[src/rtl/pipelined_addsub_pkg.sv]
// rtl/pipelined_addsub_pkg.sv - stage-count and slice-geometry helpers for pipelined_addsub
package pipelined_addsub_pkg;

   localparam int DEFAULT_WIDTH = 32;
   localparam int DEFAULT_CHUNK = 8;

   function automatic int num_stages(input int width, input int chunk);
      return (width + chunk - 1) / chunk;
   endfunction

   function automatic int slice_lo(input int chunk, input int k);
      return k * chunk;
   endfunction

   // Every slice is CHUNK bits except the top one, which takes what is left.
   function automatic int slice_width(input int width, input int chunk, input int k);
      int last;
      last = num_stages(width, chunk) - 1;
      return (k == last) ? (width - last * chunk) : chunk;
   endfunction

endpackage

[src/rtl/addsub_slice_stage.sv]
// rtl/addsub_slice_stage.sv - one pipeline stage: registers a beat and resolves result bits [HI:LO]
module addsub_slice_stage
   import pipelined_addsub_pkg::*;
#(
   parameter int WIDTH = DEFAULT_WIDTH,
   parameter int LO    = 0,
   parameter int HI    = DEFAULT_CHUNK - 1
) (
   input  logic             clk,
   input  logic             rst,
   input  logic             i_valid,
   output logic             o_ready,
   input  logic [WIDTH-1:0] i_a,
   input  logic [WIDTH-1:0] i_b,
   input  logic [WIDTH-1:0] i_sum,
   input  logic             i_carry,
   input  logic             i_next_ready,
   output logic             o_valid,
   output logic [WIDTH-1:0] o_a,
   output logic [WIDTH-1:0] o_b,
   output logic [WIDTH-1:0] o_sum,
   output logic             o_carry
);

   localparam int W = HI - LO + 1;

   logic             r_valid;
   logic             r_carry;
   logic [WIDTH-1:0] r_a;
   logic [WIDTH-1:0] r_b;
   logic [WIDTH-1:0] r_sum;
   logic [W:0]       w_slice;

   assign o_ready = !r_valid || i_next_ready;

   always_ff @(posedge clk) begin
      if (rst) begin
         r_valid <= 1'b0;
      end else if (o_ready) begin
         r_valid <= i_valid;
      end
   end

   // Payload needs no reset: it is only ever observed qualified by r_valid.
   always_ff @(posedge clk) begin
      if (o_ready && i_valid) begin
         r_a     <= i_a;
         r_b     <= i_b;
         r_sum   <= i_sum;
         r_carry <= i_carry;
      end
   end

   assign w_slice = {1'b0, r_a[HI:LO]} + {1'b0, r_b[HI:LO]} + {{W{1'b0}}, r_carry};

   always_comb begin
      o_sum        = r_sum;
      o_sum[HI:LO] = w_slice[W-1:0];
   end

   assign o_valid = r_valid;
   assign o_a     = r_a;
   assign o_b     = r_b;
   assign o_carry = w_slice[W];

endmodule

[src/rtl/pipelined_addsub.sv]
// rtl/pipelined_addsub.sv - pipelined WIDTH-bit add/subtract, CHUNK bits per stage, valid/ready on both sides
module pipelined_addsub
   import pipelined_addsub_pkg::*;
#(
   parameter int WIDTH = DEFAULT_WIDTH,
   parameter int CHUNK = DEFAULT_CHUNK
) (
   input  logic             clk,
   input  logic             rst,
   input  logic             in_valid,
   output logic             in_ready,
   input  logic [WIDTH-1:0] a,
   input  logic [WIDTH-1:0] b,
   input  logic             cin,
   input  logic             sub,
   output logic             out_valid,
   input  logic             out_ready,
   output logic [WIDTH-1:0] sum,
   output logic             carry,
   output logic             overflow
);

   localparam int STAGES = num_stages(WIDTH, CHUNK);

   // Index 0 is the (inverted) input beat; index k+1 is what stage k hands onward.
   logic [WIDTH-1:0]  w_a   [0:STAGES];
   logic [WIDTH-1:0]  w_b   [0:STAGES];
   logic [WIDTH-1:0]  w_s   [0:STAGES];
   logic [STAGES:0]   w_c;
   logic [STAGES:0]   w_v;
   logic [STAGES-1:0] w_rdy;
   logic [STAGES-1:0] w_nready;
   logic              w_out_adv;
   logic              w_ovf;
   logic              w_unused;

   logic             r_out_valid;
   logic [WIDTH-1:0] r_sum;
   logic             r_carry;
   logic             r_ovf;

   assign w_out_adv = !r_out_valid || out_ready;

   // Subtract is a + ~b + ~cin; after capture the stages only ever add.
   assign w_a[0] = a;
   assign w_b[0] = sub ? ~b : b;
   assign w_s[0] = '0;
   assign w_c[0] = cin ^ sub;
   assign w_v[0] = in_valid;

   for (genvar k = 0; k < STAGES; k++) begin : g_stage
      localparam int LO = slice_lo(CHUNK, k);
      localparam int HI = LO + slice_width(WIDTH, CHUNK, k) - 1;

      // Ready is derived from registered valids directly, so there is no combinational chain.
      if (k == STAGES - 1) begin : g_last
         assign w_nready[k] = w_out_adv;
      end else begin : g_mid
         assign w_nready[k] = w_out_adv || !(&w_v[STAGES:k+2]);
      end

      addsub_slice_stage #(
         .WIDTH (WIDTH),
         .LO    (LO),
         .HI    (HI)
      ) u_stage (
         .clk          (clk),
         .rst          (rst),
         .i_valid      (w_v[k]),
         .o_ready      (w_rdy[k]),
         .i_a          (w_a[k]),
         .i_b          (w_b[k]),
         .i_sum        (w_s[k]),
         .i_carry      (w_c[k]),
         .i_next_ready (w_nready[k]),
         .o_valid      (w_v[k+1]),
         .o_a          (w_a[k+1]),
         .o_b          (w_b[k+1]),
         .o_sum        (w_s[k+1]),
         .o_carry      (w_c[k+1])
      );
   end

   assign in_ready = w_rdy[0];

   assign w_ovf = (w_a[STAGES][WIDTH-1] == w_b[STAGES][WIDTH-1]) &&
                  (w_s[STAGES][WIDTH-1] != w_a[STAGES][WIDTH-1]);

   always_ff @(posedge clk) begin
      if (rst) begin
         r_out_valid <= 1'b0;
         r_sum       <= '0;
         r_carry     <= 1'b0;
         r_ovf       <= 1'b0;
      end else if (w_out_adv) begin
         r_out_valid <= w_v[STAGES];
         if (w_v[STAGES]) begin
            r_sum   <= w_s[STAGES];
            r_carry <= w_c[STAGES];
            r_ovf   <= w_ovf;
         end
      end
   end

   assign out_valid = r_out_valid;
   assign sum       = r_sum;
   assign carry     = r_carry;
   assign overflow  = r_ovf;

   assign w_unused = ^{w_rdy, w_a[STAGES], w_b[STAGES]};

endmodule
[config.mk]
export PLATFORM = sky130hd
export DESIGN_NAME = pipelined_addsub
export DESIGN_NICKNAME = d
export VERILOG_FILES = /design/src/rtl/pipelined_addsub_pkg.sv /design/src/rtl/addsub_slice_stage.sv /design/src/rtl/pipelined_addsub.sv
export SDC_FILE = /design/constraint.sdc
export NUM_CORES = 1
export LEC_CHECK = 0
export ABC_AREA = 0
export BUFFER_PORTS_ARGS = -buffer_cell sky130_fd_sc_hd__buf_2
export CAP_MARGIN = 20
export CORE_MARGIN = 1
export CORE_UTILIZATION = 40
export DETAILED_ROUTE_END_ITERATION = 10
export HOLD_SLACK_MARGIN = 0.12
export PLACE_DENSITY_LB_ADDON = 0.2
export SYNTH_ARGS = -nofsm -noshare
export SYNTH_HDL_FRONTEND = slang
export SYNTH_SLANG_ARGS = --single-unit
[constraint.sdc]
create_clock -name clk -period 13.15 [get_ports clk]
set_input_delay 0.6575 -clock clk [delete_from_list [all_inputs] [get_ports clk]]
set_output_delay 0.6575 -clock clk [all_outputs]
set_load 0.03 [all_outputs]
### Word level (Yosys, flattened, before mapping)

Index checks and enable logic that the tools add are counted.

| word-level totals | value |
|---|---|
| bits of input ports | 70 |
| register bits | 347 |
| logic and storage cells | 58 |

| operators by class | value |
|---|---|
| add/subtract/negate cells | 8 |
| bitwise gates (word level) | 2 |
| multiplexer cells | 1 |
| equal/unequal tests | 2 |
| reduce and logical (&&, ||, !) cells | 22 |

Operators with widths:

| kind | count |
|---|---|
| 8-bit by 8-bit adder with 9-bit output | 4 |
| 9-bit by 1-bit adder with 9-bit output | 4 |
| 32-bit 2-to-1 mux | 1 |
| 32-bit inverter | 1 |
| 1-bit zero test | 7 |
| 1-bit logical OR | 7 |
| 1-bit logical AND | 5 |
| 2-bit AND reduction | 2 |
| 3-bit AND reduction | 1 |
| 1-bit == test | 1 |
| 1-bit != test | 1 |
| 1-bit XOR | 1 |

### Longest topological paths before layout

Gate-level depths: netlist (run 1).

| logic depth | value |
|---|---|
| depth in word-level cells | 5 |
| mapped depth | 8 |
| depth with buffers taken out | 8 |

### Hierarchy

A second synthesis (run 1) with hierarchy kept.

| unflattened totals | value |
|---|---|
| cells, all modules | 742 |
| area total of the unflattened synthesis | 13,949.6 µm² |

Modules (own cells, without submodules):

| module | seq. area each (µm²) | times used | area an instance (µm²) | cells each |
|---|---|---|---|---|
| addsub_slice_stage at g_stage[0].u_stage ... | 2,692.6 | 2 | 3,045.4 | 134 |
| addsub_slice_stage at g_stage[2].u_stage ... | 2,692.6 | 2 | 3,045.4 | 136 |
| pipelined_addsub | 700.7 | 1 | 1,767.9 | 202 |

### Least setup slack after synthesis (run 1)

OpenSTA, ideal clock, no wires.

| timing path | value |
|---|---|
| path type | input port to flip-flop |
| start | input port out_ready |
| end | register g_stage[1].u_stage.r_a[10] (enable) |
| arrival | 5.176 ns |
| buffers on the path | 1 |
| required time | 12.591 ns |
| setup slack | 7.415 ns |
| stages on the path | 4 |
| cell sequence | nor2b_4 > and3_1 > clkbuf_1 > a21boi_0 |

| on the way | value |
|---|---|
| longest elaborated chain between the ends | 4 |

RTL lines:

| what | RTL line | source |
|---|---|---|
| start: declaration | pipelined_addsub.sv:17 | `input logic out_ready,` |
| 1-bit logical OR | pipelined_addsub.sv:42 | `assign w_out_adv = !r_out_valid \|\| out_ready;` |
| 1-bit logical OR | pipelined_addsub.sv:59 | `assign w_nready[k] = w_out_adv \|\| !(&w_v[STAGES:k+2]);` |
| 1-bit logical OR | addsub_slice_stage.sv:34 | `assign o_ready = !r_valid \|\| i_next_ready;` |
| 1-bit logical AND | addsub_slice_stage.sv:46 | `if (o_ready && i_valid) begin` |
| end signal: assignment | addsub_slice_stage.sv:47 | `r_a <= i_a;` |
| end: declaration | addsub_slice_stage.sv:29 | `logic [WIDTH-1:0] r_a;` |

No other way between the ends.
A chain may end at the register's enable or synchronous reset.

### Worst setup path after layout (run 1)

| timing path | value |
|---|---|
| start | register r_out_valid, in the netlist out_valid |
| end | output port in_ready |

| on the way | value |
|---|---|
| longest elaborated chain between the ends | 4 |

RTL lines:

| what | RTL line | source |
|---|---|---|
| start: declaration | pipelined_addsub.sv:37 | `logic r_out_valid;` |
| start signal: assignment | pipelined_addsub.sv:96 | `r_out_valid <= w_v[STAGES];` |
| 1-bit zero test | pipelined_addsub.sv:42 |  |
| 1-bit logical OR | pipelined_addsub.sv:42 |  |
| 1-bit logical OR | pipelined_addsub.sv:59 |  |
| 1-bit logical OR | addsub_slice_stage.sv:34 |  |
| end: declaration | pipelined_addsub.sv:11 | `output logic in_ready,` |

No other way between the ends.

==> results of run 1 <==
-- worst max path at each step --
stage          slack [ps]                        from                          to
2_1_floorplan        7420                   out_ready  g_stage[1].u_stage.o_a[10]
3_3_place_gp        10670  g_stage[3].u_stage.r_carry                       carry
3_5_place_dp        10640  g_stage[3].u_stage.r_carry                       carry
4_1_cts             10550                   out_valid                    in_ready
5_1_grt             10460                   out_valid                    in_ready
6_report            10600                   out_valid                    in_ready
-- where the power goes --
part,switching (µW),total (µW),internal [µW]
clock,284,737,453
combinational,43.3,73.1,29.8
sequential,8.89,909,900
-- cells by family (layout without fill, tap and decap cells) --
family,count (synthesis),after routing,share of synthesized area
DFF,251,251,0.767
AOI/OAI and AO/OA,78,78,0.0528
adders and majority gates,36,36,0.0548
xor gates and xnor gates,54,54,0.0507
and+or+nand+nor,122,122,0.0622
buffers and inverters,26,166,0.0128
-- worst max-delay path, stage by stage, from the launching register on --
cell and delay (ps):
dfxtp_1 320, nor2b_4 230, and3_1 440, nand3_1 170
buf_2 210
-- cell type report --
cell class | instances | area [µm²] | share of cell area
Tap cell | 313 | 392 | 0.0352
Inverter | 8 | 30.0 | 0.00270
Timing Repair Buffer | 110 | 563 | 0.0506
Clock inverter | 13 | 155 | 0.0139
Sequential cell | 251 | 7150 | 0.642
Multi-Input combinational cell | 290 | 2100 | 0.189
Clock buffer | 35 | 736 | 0.0661
-- metrics by stage --
step / utilization / power (µW) / worst slack (ps)
3_3_place_gp: 0.449 / 999 / 10670
2_1_floorplan: - / 975 / 7420
6_report: 0.488 / 1720 / 10600
4_1_cts: 0.488 / 1740 / 10550
5_1_grt: 0.488 / 1780 / 10460
3_5_place_dp: 0.449 / 1000 / 10640
-- cell usage in the layout (no fill, tap or decap), drive strengths merged, types with 3 or more instances in the layout --
cell and count:
ha 28, nor2b 4, o21ai 5, clkbuf 35, clkinv 9, bufinv 3
a21oi 45, nand3 5, nor3 11, buf 110, nand2 64, inv 8
a31oi 4, fa 8, a211o 4, xnor2 13, xor2 41, nor4 3
nor2 17, o211ai 5, edfxtp 212, or2 3, a21o 6, dfxtp 39
-- state kept, by name, indices dropped and copies added (netlist names) --
signal and count:
out_valid 1, overflow 1, g_stage.u_stage.o_a 80, g_stage.u_stage.r_sum 48, g_stage.u_stage.o_b 80, sum 32
g_stage.u_stage.o_valid 4, g_stage.u_stage.r_carry 4, carry 1
-- metal layers --
| metal | share of wire | GRT usage | vias up |
|---|---|---|---|
| met4 | 0.024 | 0.0476 | 0 |
| met2 | 0.49 | 0.217 | 100 |
| met1 | 0.45 | 0.153 | 2218 |
| li1 | - | - | 2332 |
| met3 | 0.043 | 0.0255 | 31 |
| met5 | 0 | 0 | - |
==> impl_metrics.csv, run 1 <==
group,metric,value,unit
logic_synthesis,ys_seq_area_frac,0.767,
sta,finalWorstPathRequiredPeriod,2550,ps
critical_path,cp-end-kind,"output pin",
critical_path,crit_required,12490,ps
drt,wl,14.4,mm
floorplan,num_rows,55,
logic_synthesis,synthesis.nets,673,
critical_path,worst_setup_path_start_kind,"flip-flop",
sta,hold_violations,0,
critical_path,crit_arrival,1890,ps
sta,fin_crit_sh,0.194,
sta,fmax,392,MHz
global_routing,gr-total-overflow,0,
global_routing,grt_pass1_wl,23.4,mm
floorplan,floorplan.initialDensity,0.409,
place,hpwl,9.27,mm
drt,viasPerCell,4.59,
clock_network,postCtsSetupRepairBufs,0,
critical_path,reg2reg_slack,10640,ps
drt,wl_per_cell,14.1,µm
place,dp.cells,972,
min_path,hp-class,"in2reg",
logic_synthesis,synth_edf_count,212,
critical_path,r2r-end,"carry",
floorplan,io_pins,106,
sta,finClkSkew,23.0,ps
place,gp_congestion,0.791,
logic_synthesis,yosysTopAreaCellShare,0.683,
place,post_dp_cell_area,0.0102,mm²
floorplan,core_region_area,0.0228,mm²
logic_synthesis,syn_inst,567,
drt,drtIter0Drc,221,
logic_synthesis,avgSynthCellArea,16.4,µm²
logic_synthesis,synth-seq-cells,251,
logic_synthesis,netlist_area,0.00932,mm²
logic_synthesis,ys_top_cells_by_count,"212 x edfxtp_1, 64 x nand2_1, 44 x a21oi_1, 41 x xor2_1, 39 x dfxtp_1",
cells_and_area,fillers,1933,
status,status,"finished, final reports clean",
cells_and_area,post_layout_nonfiller_instances,1020,
global_routing,grt_pass1_vias,4759,
clock_network,cts_buffer_depth,3,
floorplan,die_y,155,µm
sta,tightest_slew,1000,ps
power,ir_worst_vdd,93.3,µV
min_path,min_to,"g_stage[0].u_stage.o_a[13]",
cells_and_area,nNetsFinal,793,
cells_and_area,post-route-cell-area,0.0111,mm²
cells_and_area,num_antenna_cells,0,
power,p_per_area,155,mW/mm²
floorplan,die_x,155,µm
clock_network,cts_made_buffers,26,
logic_synthesis,synth_area_leaders,"edfxtp_1 68%, dfxtp_1 8.4%, xor2_1 3.9%",
cells_and_area,drive_above_1_share,0.239,
clock_network,clk_pin_slew,60,ps
critical_path,rr_startpoint,"g_stage[3].u_stage.r_carry",
drt,drc_errors,0,
sta,slew_headroom,0.330,
cells_and_area,area_delta_synth_final,19.4,%
critical_path,path_max_fanout,6,
clock_network,ctsHoldBuffers,0,
critical_path,crit_type,"reg2out",
global_routing,antenna_found_initial,0,
place,io_buffers,105,
clock_network,cts_tree,"yes",
clock_network,cts-root-buf,"clkbuf_16",
logic_synthesis,synth_warnings,0,
global_routing,track_usage,0.125,
drt,firstDrtPassIters,4,
drt,vias,4681,
flow_run,drv_cap,0,
critical_path,reg2regPathDepth,7,
sta,final.setup.tns,0,ps
global_routing,grt_max_degree,66,
drt,detail-route-antenna-nets,0,
logic_synthesis,yosysMostFrequentCell,"edfxtp_1",
sta,slew_violations,0,
logic_synthesis,synth_ff_type,"edfxtp_1",
floorplan,die_area,0.0239,mm²
logic_synthesis,synth_cell_types,46,
power,power_leakage,0.00410,µW
logic_synthesis,async_flop_share,0,
clock_network,htree_levels,1,
clock_network,clock_sinks,251,
clock_network,post_cts_resized,0,
sta,setup_viol,0,
logic_synthesis,synth_top_area_cell,"edfxtp_1",
sta,rsz0062_at_grt,"false",
sta,whs,312,ps
clock_network,clkLatencyLatePin,520,ps
min_path,hold_path_depth,1,
min_path,worstHoldStart,"a[13]",
Power figures use the tool's default switching activity.
==> run 2: changes to the inputs <==
==> constraint.sdc (replaced) <==
create_clock -name clk -period 2.3 [get_ports clk]
set_input_delay 0.115 -clock clk [delete_from_list [all_inputs] [get_ports clk]]
set_output_delay 0.115 -clock clk [all_outputs]
set_load 0.03 [all_outputs]
==> impl_metrics.csv, run 2 (same netlist as run 1, synthesis figures left out) <==
group,metric,value,unit
global_routing,track_usage,0.129,
place,io_buffers,105,
clock_network,htree_levels,1,
floorplan,io_pins,106,
floorplan,num_rows,55,
global_routing,grtUsageMet3,0.0247,
critical_path,r2r-end,"sum[30]",
drt,wl,15.2,mm
sta,finClkSkew,8.85,ps
drt,detail-route-antenna-nets,0,
global_routing,gr-total-overflow,0,
min_path,hp-class,"in2reg",
global_routing,grt.met1_usage,0.144,
drt,vias,5040,
sta,slew_headroom,0.426,
clock_network,cts_made_buffers,27,
sta,fin_crit_sh,0.973,
clock_network,clkLatencyLatePin,510,ps
sta,tightest_slew,860,ps
critical_path,path_max_fanout,2,
global_routing,top_usage_layer,"met2",
cells_and_area,final_common_cell,"edfxtp_1",
global_routing,use_met2,0.238,
critical_path,worstSetupEndpoint,"sum[30]",
drt,viasPerCell,4.59,
critical_path,cp-end-kind,"flip-flop",
cells_and_area,num_antenna_cells,0,
critical_path,cp_slowest_stage_delay,440,ps
cells_and_area,fillers,1863,
global_routing,grt_max_degree,66,
critical_path,crit_type,"reg2reg",
critical_path,worst_setup_path_start_kind,"flip-flop",
critical_path,crit_chain,"fa_2, fa_2, a211o_1, o211ai_2, a21oi_2, buf_4, nor4b_2, a211o_1",
floorplan,core_region_area,0.0228,mm²
sta,fmax,447,MHz
critical_path,reg2regPathDepth,8,
sta,final.setup.tns,0,ps
critical_path,crit_arrival,2690,ps
critical_path,crit_required,2750,ps
power,ir_worst_vdd,445,µV
place,hpwl,9.43,mm
clock_network,clk_pin_slew,60,ps
sta,finalWorstPathRequiredPeriod,2240,ps
power,power_leakage,0.00441,µW
floorplan,die_area,0.0239,mm²
sta,setup_viol,0,
global_routing,antenna_found_initial,0,
clock_network,cts_buffer_depth,3,
floorplan,die_y,155,µm
floorplan,floorplan.initialDensity,0.409,
drt,drc_errors,0,
sta,slew_violations,0,
cells_and_area,drive_above_1_share,0.233,
place,gp_congestion,0.808,
critical_path,critPathLaunch,"g_stage[3].u_stage.r_carry",
drt,wl_per_cell,13.9,µm
critical_path,reg2reg_slack,60,ps
flow_run,drv_cap,0,
global_routing,grt_pass1_wl,24.3,mm
sta,hold_violations,0,
clock_network,cts_tree,"yes",
sta,rsz0062_at_grt,"true",
critical_path,crit_slowest_cell,"fa_2",
global_routing,grt_pass1_vias,5085,
critical_path,rr_startpoint,"g_stage[3].u_stage.r_carry",
status,status,"finished, final reports clean",
sta,whs,200,ps
cells_and_area,nNetsFinal,870,
cells_and_area,area_delta_synth_final,27.7,%
clock_network,clock_sinks,251,
power,p_per_area,825,mW/mm²
floorplan,die_x,155,µm
min_path,worstHoldStart,"rst",
drt,firstDrtPassIters,4,
cells_and_area,final_cell_mix,"212 x edfxtp_1, 105 x buf_2, 67 x dlygate4sd3_1, 64 x nand2_1, 42 x a21oi_1",
drt,drtIter0Drc,157,
clock_network,cts-root-buf,"clkbuf_16",
-- run 2: how the worst min path moves through the flow --
stage	endpoint	cells after the start	slack, ps
CTS	out_valid	2	180
global route	g_stage[2].u_stage.o_valid	2	220
finish	out_valid	2	200
floorplan	g_stage[0].u_stage.o_a[0]	0	210
global placement	g_stage[0].u_stage.o_a[2]	1	290
detailed placement	g_stage[0].u_stage.o_a[13]	1	290
-- run 2: cell type report --
class | count | area (µm²) | share of cell area
Inverter | 8 | 30.0 | 0.00252
Timing Repair Buffer | 186 | 1340 | 0.112
Clock buffer | 39 | 721 | 0.0605
Sequential cell | 251 | 7150 | 0.601
Tap cell | 313 | 392 | 0.0329
Multi-Input combinational cell | 290 | 2160 | 0.181
Clock inverter | 10 | 119 | 0.00998
-- run 2: critical path: cells and delay by family, from the launching register on --
family	cells	cell delay (ps)
flip-flops	1	400
adder cells (fa/ha/maj)	2	800
AO/OA/AOI/OAI	4	610
buffers and inverters	1	150
AND/OR/NAND/NOR	1	220
-- run 2: stage by stage --
stage	setup WS, ps	std cells	area [µm²]	power, µW	utilization
5_1_grt	-14.6	1097	11900	10200	0.523
3_3_place_gp	-73.4	979	10300	5720	0.454
3_5_place_dp	-133	979	10300	5740	0.454
6_report	62.3	1097	11900	9830	0.523
2_1_floorplan	-100	567	9380	5560	-
4_1_cts	1.14	1095	11900	9940	0.521
-- run 2: what timing repair did --
item	in CTS	in global routing
gates resized for setup	6	8
pin swaps	4	8
hold buffers	67	0
setup endpoints to repair	5	6
endpoints found under the hold margin	69	0
buffers inserted	0	2
cloned	0	0
-- run 2: metal layers --
layer  vias up  routed length [µm]
met1      2423                6220
li1       2478                   -
met5         -                   0
met4         0                 417
met3        31                 616
met2       108                7950
-- run 2: power by group --
part	internal (µW)	leakage (µW)	switching, µW	total (µW)
Combinational	267	0.00169	276	544
Sequential	5150	0.00231	50.8	5200
Clock	2500	0.000405	1590	4090
==> run 3: changes to the inputs <==
==> constraint.sdc (replaced) <==
create_clock -name clk -period 2.15 [get_ports clk]
set_input_delay 0.1075 -clock clk [delete_from_list [all_inputs] [get_ports clk]]
set_output_delay 0.1075 -clock clk [all_outputs]
set_load 0.03 [all_outputs]
==> impl_metrics.csv, run 3 (same netlist as run 1, synthesis figures left out) <==
group,metric,value,unit
critical_path,worst_setup_path_start_kind,"flip-flop",
clock_network,cts_buffer_depth,3,
min_path,min_to,"g_stage[0].u_stage.o_b[17]",
cells_and_area,final_cell_mix,"212 x edfxtp_1, 105 x buf_2, 67 x dlygate4sd3_1, 64 x nand2_1",
critical_path,rr_startpoint,"g_stage[3].u_stage.o_b[24]",
global_routing,antenna_found_initial,0,
drt,wl,15.0,mm
critical_path,crit_top_cell,"fa_2",
drt,wl_per_cell,13.6,µm
sta,final.setup.tns,-129,ps
critical_path,r2r-end,"carry",
drt,firstDrtPassIters,4,
sta,slew_violations,0,
place,io_buffers,105,
drt,detail-route-antenna-nets,0,
min_path,hp-class,"in2reg",
status,violations,"negative setup slack",
critical_path,cp_slowest_stage_delay,430,ps
status,status,"finished with violations",
global_routing,grt.met1_usage,0.139,
floorplan,floorplan.initialDensity,0.409,
floorplan,die_y,155,µm
floorplan,die_x,155,µm
floorplan,num_rows,55,
min_path,worstHoldStart,"sub",
sta,finClkSkew,5.27,ps
cells_and_area,nNetsFinal,872,
critical_path,crit_arrival,2590,ps
cells_and_area,area_delta_synth_final,30.2,%
critical_path,reg2reg_slack,-80,ps
critical_path,cp-end-kind,"flip-flop",
floorplan,core_region_area,0.0228,mm²
critical_path,crit_required,2510,ps
floorplan,io_pins,106,
cells_and_area,num_antenna_cells,0,
sta,fmax,449,MHz
drt,vias,5031,
global_routing,gr-total-overflow,0,
sta,setup_viol,3,
place,hpwl,9.38,mm
drt,viasPerCell,4.58,
clock_network,cts-root-buf,"clkbuf_16",
global_routing,use_met2,0.243,
flow_run,drv_cap,0,
global_routing,grt_pass1_wl,24.4,mm
critical_path,crit_chain,"fa_2, fa_2, a211o_1, o211ai_2, a21oi_2, a2111oi_2, nor4_1",
sta,hold_violations,0,
floorplan,die_area,0.0239,mm²
sta,worst_slack,-78.8,ps
global_routing,track_usage,0.130,
clock_network,clock_sinks,251,
sta,tightest_slew,827,ps
place,gp_congestion,0.753,
sta,fin_crit_sh,1.04,
global_routing,grt_max_degree,66,
clock_network,clk_pin_slew,60,ps
clock_network,clkLatencyLatePin,520,ps
critical_path,crit_type,"reg2reg",
power,p_per_area,932,mW/mm²
critical_path,reg2regPathDepth,7,
sta,rsz0062_at_grt,"true",
clock_network,cts_tree,"yes",
critical_path,crit_slowest_cell,"fa_2",
clock_network,cts_made_buffers,26,
power,power_leakage,0.00452,µW
min_path,hold_path_depth,2,
cells_and_area,drive_above_1_share,0.256,
cells_and_area,final_common_cell,"edfxtp_1",
drt,drc_errors,0,
critical_path,path_max_fanout,3,
power,ir_worst_vdd,491,µV
sta,slew_headroom,0.448,
sta,finalWorstPathRequiredPeriod,2230,ps
global_routing,grtUsageMet3,0.0319,
clock_network,htree_levels,1,
place,post-place-ws,-115,ps
global_routing,grt_pass1_vias,5197,
drt,drtIter0Drc,233,
global_routing,top_usage_layer,"met2",
run 3: changes by cell type in the layout (fill, tap and decap cells not counted), moves of 2 or more:
cell,change
fa_1,-3
clkinv_1,-2
fa_2,+3
inv_6,+2
bufinv_16,+6
buf_12,+2
clkbuf_1,-8
run 3: timing repair:
item / CTS / global route
setup endpoints to repair: 6 / 9
buffers inserted: 3 / 3
hold buffers: 67 / 0
resized for setup: 8 / 7
pin swaps: 7 / 11
hold endpoints to repair: 69 / 0
run 3: per-stage QoR:
step / util / hold WS (ps) / power, µW / instances / area, µm²
floorplan: - / 206 / 5950 / 567 / 9390
global route: 0.533 / 181 / 11700 / 1099 / 12100
global placement: 0.455 / 284 / 6130 / 979 / 10400
CTS: 0.531 / 153 / 11500 / 1097 / 12100
finish: 0.533 / 170 / 11300 / 1099 / 12100
detailed placement: 0.455 / 286 / 6150 / 979 / 10400
run 3: cell type report:
class	instances	area [µm²]
flip-flops and latches	251	7150
multi-input cells	290	2170
clock inverters	17	318
clock buffers	31	691
well taps	313	392
fillers	1903	10600
inverters	8	30.0
repair buffers	189	1390
run 3: how the worst max path moves through the flow:
stage                                from                         end
2_1_floorplan                   out_valid   g_stage[0].u_stage.o_a[0]
3_3_place_gp   g_stage[2].u_stage.r_carry  g_stage[3].u_stage.r_carry
3_5_place_dp   g_stage[2].u_stage.r_carry  g_stage[3].u_stage.r_carry
4_1_cts        g_stage[3].u_stage.o_b[24]                       carry
5_1_grt        g_stage[2].u_stage.o_a[16]  g_stage[3].u_stage.r_carry
6_report       g_stage[3].u_stage.o_b[24]                       carry
run 3: worst max-delay path: cells and delay by family, from the launching register on:
kind,cells,cell delay [ps]
adders and majority gates,2,790
DFF,1,400
and+or+nand+nor,1,90
AOI/OAI and AO/OA,4,800
run 3: power by group:
group	internal, µW	switching (µW)
Combinational	303	302
Sequential	5500	53.9
Clock	3380	1780
run 3: per-layer routing:
metal / up-vias / share of wire
met4: 0 / 0.031
met1: 2379 / 0.39
met2: 115 / 0.52
met5: - / 0
li1: 2496 / -
met3: 41 / 0.055
